## src/rtl/y86_pkg.sv

```systemverilog
// y86_pkg: shared constants for the Y86-64 writeback stage.
//   - status codes (AOK, HLT, ADR, INS)
//   - instruction codes
//   - register IDs (RSP, RNONE)
//   - writeback state enum
package y86_pkg;

    localparam logic [2:0] StatAok = 3'd1;
    localparam logic [2:0] StatHlt = 3'd2;
    localparam logic [2:0] StatAdr = 3'd3;
    localparam logic [2:0] StatIns = 3'd4;

    localparam logic [3:0] IHalt   = 4'h0;
    localparam logic [3:0] INop    = 4'h1;
    localparam logic [3:0] IRrmovq = 4'h2;
    localparam logic [3:0] IIrmovq = 4'h3;
    localparam logic [3:0] IRmmovq = 4'h4;
    localparam logic [3:0] IMrmovq = 4'h5;
    localparam logic [3:0] IOpq    = 4'h6;
    localparam logic [3:0] IJxx    = 4'h7;
    localparam logic [3:0] ICall   = 4'h8;
    localparam logic [3:0] IRet    = 4'h9;
    localparam logic [3:0] IPushq  = 4'hA;
    localparam logic [3:0] IPopq   = 4'hB;

    localparam logic [3:0] RegRsp  = 4'h4;
    localparam logic [3:0] RegNone = 4'hF;

    typedef enum logic {
        StRun,
        StHalted
    } wb_state_e;

endpackage

```

## src/rtl/wb_dst_decode.sv

```systemverilog
// wb_dst_decode: combinational register-file destination decode.
// Ports:
//   i_icode  instruction code
//   i_ra     rA field
//   i_rb     rB field
//   i_cnd    condition result (cmovXX)
//   o_dst_e  destination for valE (RNONE if none)
//   o_dst_m  destination for valM (RNONE if none)
module wb_dst_decode
    import y86_pkg::*;
(
    input  logic [3:0] i_icode,
    input  logic [3:0] i_ra,
    input  logic [3:0] i_rb,
    input  logic       i_cnd,
    output logic [3:0] o_dst_e,
    output logic [3:0] o_dst_m
);

    always_comb begin
        o_dst_e = RegNone;
        o_dst_m = RegNone;
        case (i_icode)
            IRrmovq:               o_dst_e = i_cnd ? i_rb : RegNone;
            IIrmovq, IOpq:         o_dst_e = i_rb;
            IMrmovq:               o_dst_m = i_ra;
            IPopq: begin
                o_dst_m = i_ra;
                o_dst_e = RegRsp;
            end
            IPushq, ICall, IRet:   o_dst_e = RegRsp;
            default: begin
                o_dst_e = RegNone;
                o_dst_m = RegNone;
            end
        endcase
    end

endmodule

```

## src/rtl/writeback_reg.sv

```systemverilog
// writeback_reg: memory-to-writeback pipeline register for the Y86-64 core.
// Captures the M bundle each cycle under stall/bubble control, drives the
// register-file write ports and owns the processor halt state.
// Optional feature: define WB_RETIRE_CNT_EN to add the 64-bit retired counter.
// Ports:
//   clk, rst_n              clock, async active-low reset
//   mstat..mvalM            memory-stage bundle
//   w_stall, w_bubble       pipeline control (stall wins)
//   wstat..wvalM, wvalid    W register contents
//   rf_weE, rf_weM          register-file write enables
//   halted                  core halted
//   retired                 retired-instruction count (WB_RETIRE_CNT_EN only)
module writeback_reg
    import y86_pkg::*;
(
    input  logic        clk,
    input  logic        rst_n,
    input  logic [2:0]  mstat,
    input  logic [3:0]  micode,
    input  logic [3:0]  mrA,
    input  logic [3:0]  mrB,
    input  logic        mcnd,
    input  logic [63:0] mvalE,
    input  logic [63:0] mvalM,
    input  logic        w_stall,
    input  logic        w_bubble,
    output logic [2:0]  wstat,
    output logic [3:0]  wicode,
    output logic        wvalid,
    output logic [3:0]  wdstE,
    output logic [3:0]  wdstM,
    output logic [63:0] wvalE,
    output logic [63:0] wvalM,
    output logic        rf_weE,
    output logic        rf_weM,
    output logic        halted
`ifdef WB_RETIRE_CNT_EN
    ,
    output logic [63:0] retired
`endif
);

    wb_state_e   r_state;
    logic [2:0]  r_stat;
    logic [3:0]  r_icode;
    logic        r_valid;
    logic [3:0]  r_dst_e;
    logic [3:0]  r_dst_m;
    logic [63:0] r_val_e;
    logic [63:0] r_val_m;

    logic [3:0]  w_dst_e;
    logic [3:0]  w_dst_m;

    wb_dst_decode u_dst_decode (
        .i_icode (micode),
        .i_ra    (mrA),
        .i_rb    (mrB),
        .i_cnd   (mcnd),
        .o_dst_e (w_dst_e),
        .o_dst_m (w_dst_m)
    );

    always_ff @(posedge clk or negedge rst_n) begin
        if (!rst_n) begin
            r_state <= StRun;
            r_stat  <= StatAok;
            r_icode <= INop;
            r_valid <= 1'b0;
            r_dst_e <= RegNone;
            r_dst_m <= RegNone;
            r_val_e <= 64'd0;
            r_val_m <= 64'd0;
        end else if (r_state == StRun && !w_stall) begin
            if (w_bubble) begin
                r_stat  <= StatAok;
                r_icode <= INop;
                r_valid <= 1'b0;
                r_dst_e <= RegNone;
                r_dst_m <= RegNone;
                r_val_e <= 64'd0;
                r_val_m <= 64'd0;
            end else begin
                r_stat  <= mstat;
                r_icode <= micode;
                r_valid <= 1'b1;
                r_dst_e <= w_dst_e;
                r_dst_m <= w_dst_m;
                r_val_e <= mvalE;
                r_val_m <= mvalM;
                // Only a real load of a faulting instruction halts the core.
                if (mstat != StatAok) r_state <= StHalted;
            end
        end
    end

    assign wstat  = r_stat;
    assign wicode = r_icode;
    assign wvalid = r_valid;
    assign wdstE  = r_dst_e;
    assign wdstM  = r_dst_m;
    assign wvalE  = r_val_e;
    assign wvalM  = r_val_m;
    assign halted = (r_state == StHalted);

    // Non-AOK content in W never writes the register file.
    assign rf_weE = r_valid && (r_stat == StatAok) && (r_dst_e != RegNone);
    assign rf_weM = r_valid && (r_stat == StatAok) && (r_dst_m != RegNone);

`ifdef WB_RETIRE_CNT_EN
    // r_loaded marks that W received a new instruction on the last edge, so a
    // stalled instruction is counted only once.
    logic        r_loaded;
    logic [63:0] r_retired;

    always_ff @(posedge clk or negedge rst_n) begin
        if (!rst_n) begin
            r_loaded  <= 1'b0;
            r_retired <= 64'd0;
        end else begin
            r_loaded <= (r_state == StRun) && !w_stall && !w_bubble;
            if (r_state == StRun && r_loaded && r_valid && r_stat == StatAok) begin
                r_retired <= r_retired + 64'd1;
            end
        end
    end

    assign retired = r_retired;
`endif

endmodule

```

## config.mk

```make
export PLATFORM = sky130hd
export DESIGN_NAME = writeback_reg
export DESIGN_NICKNAME = d
export VERILOG_FILES = /design/src/rtl/y86_pkg.sv /design/src/rtl/wb_dst_decode.sv /design/src/rtl/writeback_reg.sv
export SDC_FILE = /design/constraint.sdc
export NUM_CORES = 1
export LEC_CHECK = 0
export ABC_AREA = 1
export ABC_CLOCK_PERIOD_IN_PS = 2000
export BUFFER_PORTS_ARGS = -buffer_cell sky130_fd_sc_hd__buf_2
export CORE_MARGIN = 2
export CORE_UTILIZATION = 30
export CTS_CLUSTER_SIZE = 30
export DETAILED_ROUTE_END_ITERATION = 16
export PLACE_DENSITY = 0.55
export SLEW_MARGIN = 25
export SYNTH_ARGS = -nofsm -noshare
export SYNTH_HDL_FRONTEND = slang
export SYNTH_HIERARCHICAL = 1
export SYNTH_SLANG_ARGS = --single-unit
```

## constraint.sdc

```tcl
create_clock -name clk -period 2 [get_ports clk]
set_clock_uncertainty 0.15 [all_clocks]
set_input_delay 0.2 -clock clk [delete_from_list [all_inputs] [get_ports clk]]
set_output_delay 0.2 -clock clk [all_outputs]
set_load 0.005 [all_outputs]
```

After elaboration in Yosys (flattened, before gate mapping)
Index checks and enable logic that the tools add are counted.
{"block": "word_totals", "reg_bits": 145, "in_bits": 148, "output_inout_bits": 147, "word_cells": 41}
{"block": "op_classes", "n_eq_ne": 12, "n_mux": 10, "n_bitwise": 2, "n_reduce_logical": 9}
{"op": "$mux 64", "n": 2}
{"op": "$mux 4", "n": 5}
{"op": "$eq 4x4->1 const B", "n": 4}
{"op": "$pmux 4 s3", "n": 1}
{"op": "$eq 4x2->1 const B", "n": 2}
{"op": "$eq 4x3->1 const B", "n": 2}
{"op": "$ne 4x4->1 const B", "n": 2}
{"op": "$logic_and 1x1->1", "n": 4}
{"op": "$reduce_or 2->1", "n": 2}
{"op": "$reduce_or 4->1", "n": 1}
{"op": "$eq 3x1->1 const B", "n": 1}
{"op": "$mux 3", "n": 1}
{"op": "$ne 3x1->1 const B", "n": 1}
{"op": "$reduce_and 3->1", "n": 1}
{"op": "$not 1->1", "n": 2}
{"op": "$logic_not 1->1", "n": 1}
{"op": "$mux 1", "n": 1}

Longest topological paths before layout
{"block": "depth", "word_depth": 4, "ltp_mapped": 8, "ltp_nobuf": 8}

Modules after synthesis
The synthesis kept the hierarchy.
{"module": "writeback_reg", "n_inst": 1, "cells_each": 625, "area_each_um2": 5531.6, "seq_area_each_um2": 3641.0}
{"module": "wb_dst_decode", "n_inst": 1, "cells_each": 43, "area_each_um2": 201.4, "seq_area_each_um2": 0.0}

Least setup slack after synthesis
Ideal clock, no wire load.
{"block": "synth_path", "kind": "register to register", "startpoint": "register r_state (netlist: halted)", "endpoint": "register r_val_m[39] (netlist: wvalM[39])", "setup_ns": 0.066, "arrival_ns": 1.047, "required_time_ns": 1.784, "setup_slack_ns": 0.738, "path_stages_with_launch": 8, "n_path_buf": 2, "period_less_slack_ns": 1.262, "cell_sequence": "dfrtp_1 -> inv_2 -> nand2_4 -> nor2_4 -> buf_4 -> buf_4 -> nand2_1 -> nand2_1"}
{"block": "synth_between", "elab_chain_cells": 2}
{"element": "start, declared", "line": "writeback_reg.sv:43", "source": "wb_state_e r_state;"}
{"element": "start signal, assigned", "line": "writeback_reg.sv:66", "source": "r_state <= StRun;"}
{"element": "start signal, assigned", "line": "writeback_reg.sv:92", "source": "if (mstat != StatAok) r_state <= StHalted;"}
{"element": "$not 1->1", "line": "writeback_reg.sv:74", "source": "end else if (r_state == StRun && !w_stall) begin"}
{"element": "$logic_and 1x1->1", "line": "writeback_reg.sv:74"}
{"element": "end signal, assigned", "line": "writeback_reg.sv:90", "source": "r_val_m <= mvalM;"}
{"element": "end, declared", "line": "writeback_reg.sv:50", "source": "logic [63:0] r_val_m;"}
Every way passes these cells.
A chain may end at the register's enable or synchronous reset.

Final worst setup path
{"block": "layout_path", "startpoint": "register r_dst_m[2] (netlist: wdstM[2])", "endpoint": "output rf_weM"}
{"block": "layout_between", "elab_chain_cells": 2}
{"element": "start, declared", "line": "writeback_reg.sv:48", "source": "logic [3:0] r_dst_m;"}
{"element": "start signal, assigned", "line": "writeback_reg.sv:71", "source": "r_dst_m <= RegNone;"}
{"element": "start signal, assigned", "line": "writeback_reg.sv:80", "source": "r_dst_m <= RegNone;"}
{"element": "start signal, assigned", "line": "writeback_reg.sv:88", "source": "r_dst_m <= w_dst_m;"}
{"element": "$ne 4x4->1", "line": "writeback_reg.sv:108", "source": "assign rf_weM = r_valid && (r_stat == StatAok) && (r_dst_m != RegNone);"}
{"element": "$logic_and 1x1->1", "line": "writeback_reg.sv:108"}
{"element": "end, declared", "line": "writeback_reg.sv:35", "source": "output logic rf_weM,"}
Every way passes these cells.

==> out/metrics.cfg <==
[worst_setup_path]
critPathLaunchType=register
crit_slowest_cell=dfstp_2
required_ns=1.65
criticalPathCategory=register to output port
startpoint=wdstM[2]
end_kind=output port
crit_path_frequent_cell=nor2_1
cp_cell_sequence=nand3_1 > nor2_1 > nor2_1 > buf_2
r2r-start=halted
r2r_cells=4
cp.arrival_ns=1.38
cp_max_fo=3
max_stage_delay_ns=0.54

[routing]
postRouteAntennaNets=0
detail_route.vias_per_cell=4.257
num_vias=5760
wl_um=18060
first_pass_iters=4
wl_per_cell_um=13.35
drc_errors=0
drt_iter0_markers=183

[floorplan]
num_rows=50
core_sq_um=18710
initial_core_util_pct=30.65
die_area_sq_um=20230
dieWidth_um=142.2
die_h_um=142.2
ioPinCount=295

[final_layout]
nets=1256
drive_gt1_share_pct=31.64
finalInstanceArea_sq_um=9595
area_delta_synth_final_pct=67.37
fin_cells=1353
nFillCells=1708
n_antenna_cell=0

[synthesis]
ys_warn_count=6
syn-cell-area_sq_um=5733
seq_area_frac_synth_pct=63.51
synth.distinct_cells=17
synth_nets=816
yosys_register_bits=145
avgSynthCellArea_sq_um=8.582
synthCells=668

[pwr]
powerDensity_nw_per_um2=724.3
irDropWorstVdd_v=0.0005364
p_leak_nw=5.722
p_total_w=0.006950

[clocking]
clock_latency_ns=0.41
cts_setup_buffers=0
htreeDepth=4
cts_tree=built
cts_max_path_buffers=2
cts.sinks=145
cts.clk_slew.worst_paths_ns=0.06
root_buffer=clkbuf_16
cts_buffers=17
cts_resized=0

[placed_design]
place_ws_ns=0.5034
portBuffers=294
place_inst=1178
dp_hpwl_um=11800
gp_congestion=0.7983
placed_area_sq_um=7508

[global_routing]
antenna_found_initial=1
grt_use_total_pct=17.79
grt_pass1_vias=5673
grt_pass1_wl_um=28270
grt_max_degree=143
globalRouteOverflowTotal=0

[min_path]
hold_start=mrB[0]
hold_class=input pin to register
hold_depth=5

[sta]
fmax_mhz=577.0
post-route-min-period_ns=1.733
fin_setup_tns_ns=0
drv_slew=0
layout_setup_ws_ns=0.2668
min_period_over_period_pct=86.66
finalHoldViolations=0
setup_viol_count_final=0
slew-limit-headroom_pct=52.57
rsz0062_at_grt=false
tightestPinTransition_ns=0.7114

[run]
maxCapViolCount=0

[run_status]
status=finished clean

==> synth_stat cells <==
cell type	count	area [sq um]
buf_4	9	67.56
nand2_4	1	11.26
buf_2	14	70.07
o31ai_2	1	12.51
nand3_1	10	50.05
inv_1	15	56.30
nand2_1	430	1614
inv_2	2	7.510
dfstp_2	10	262.8
dfrtp_1	135	3378
o21ai_0	15	75.07
nor2_4	2	22.52
nand2_2	1	6.260
a21oi_1	1	5.000
nor2_1	11	41.29
clkbuf_1	8	30.03
o211ai_1	3	22.52
==> state kept, by name, indices dropped and copies added (netlist names) <==
signal	flops
wstat	3
wdstE	4
wicode	4
wvalE	64
wvalid	1
wdstM	4
halted	1
wvalM	64
==> final cells by class <==
cell class / count / area (sq um) / share of cell area [%]
Clock buffer: 17 / 425.4 / 4.433
Tap cell: 234 / 292.8 / 3.051
Sequential cell: 145 / 3641 / 37.94
Clock inverter: 13 / 210.2 / 2.191
Inverter: 17 / 63.81 / 0.6650
Multi-Input combinational cell: 475 / 1861 / 19.39
Timing Repair Buffer: 452 / 3102 / 32.32
==> worst paths after layout <==
| path | end | slack (ns) |
|---|---|---|
| max | rf_weM | 0.27 |
| min | wdstE[0] | 0.03 |
| max reg2reg | wstat[0] | 0.34 |
| min reg2reg | wvalE[15] | 0.32 |
| max in group asynchronous | wdstM[1] | 0.96 |
| min in group asynchronous | wvalE[0] | 0.09 |
==> critical path: cells and delay by family (launching register included) <==
family	cells	cell delay [ns]
DFF	1	0.54
buffers and inverters	1	0.12
and+or+nand+nor	3	0.30
==> per-stage QoR <==
stage	hold WS, ns	utilization, %
floorplan	-0.2456	-
global placement	-0.01398	40.14
detailed placement	-0.01544	40.14
CTS	0.003315	51.30
global route	0.04584	51.30
finish	0.02629	51.30
==> where the power goes <==
group          switching [W]  internal, W  leakage [nW]
registers          0.0000118      0.00296          1.98
logic               0.000199     0.000323          3.43
clock network        0.00125      0.00221         0.306
==> cell usage in the layout, fill, tap and decap left out <==
cell type and n:
buf_4 7, buf_6 1, a21oi_1 1, nand2_4 1, nor2_4 2, dlygate4sd3_1 145, inv_2 2, o211ai_1 3
clkbuf_16 17, nor2_1 11, o21ai_0 15, nand3_1 10, buf_12 6, dfrtp_1 135, dfstp_2 10, clkinvlp_4 2
bufinv_16 5, nand2_2 1, clkinv_2 2, inv_6 2, nand2_1 430, buf_2 293, inv_1 15, o31ai_2 1
clkinv_4 2
==> kinds of logic after synthesis <==
kind of cell,Yosys count,share of synthesized area (%)
AND/OR/NAND/NOR,455,30.45
flip-flops,145,63.51
buffers and inverters,48,4.038
AO/OA/AOI/OAI,20,2.008
==> routing by layer <==
| metal | track usage [%] | vias up | wire, um |
|---|---|---|---|
| met2 | 29.19 | 244 | 8294 |
| met1 | 22.04 | 2593 | 7889 |
| met3 | 5.855 | 23 | 1544 |
| met4 | 6.211 | 2 | 317 |
| li1 | - | 2898 | - |
| met5 | 0 | - | 13 |
==> timing repair <==
action / 4_1_cts / 5_1_grt
endpoints found under the hold margin: 281 / 0
setup endpoints to repair: 0 / 0
hold buffers: 145 / 0
No activity file was read; power rests on OpenSTA's default activity.
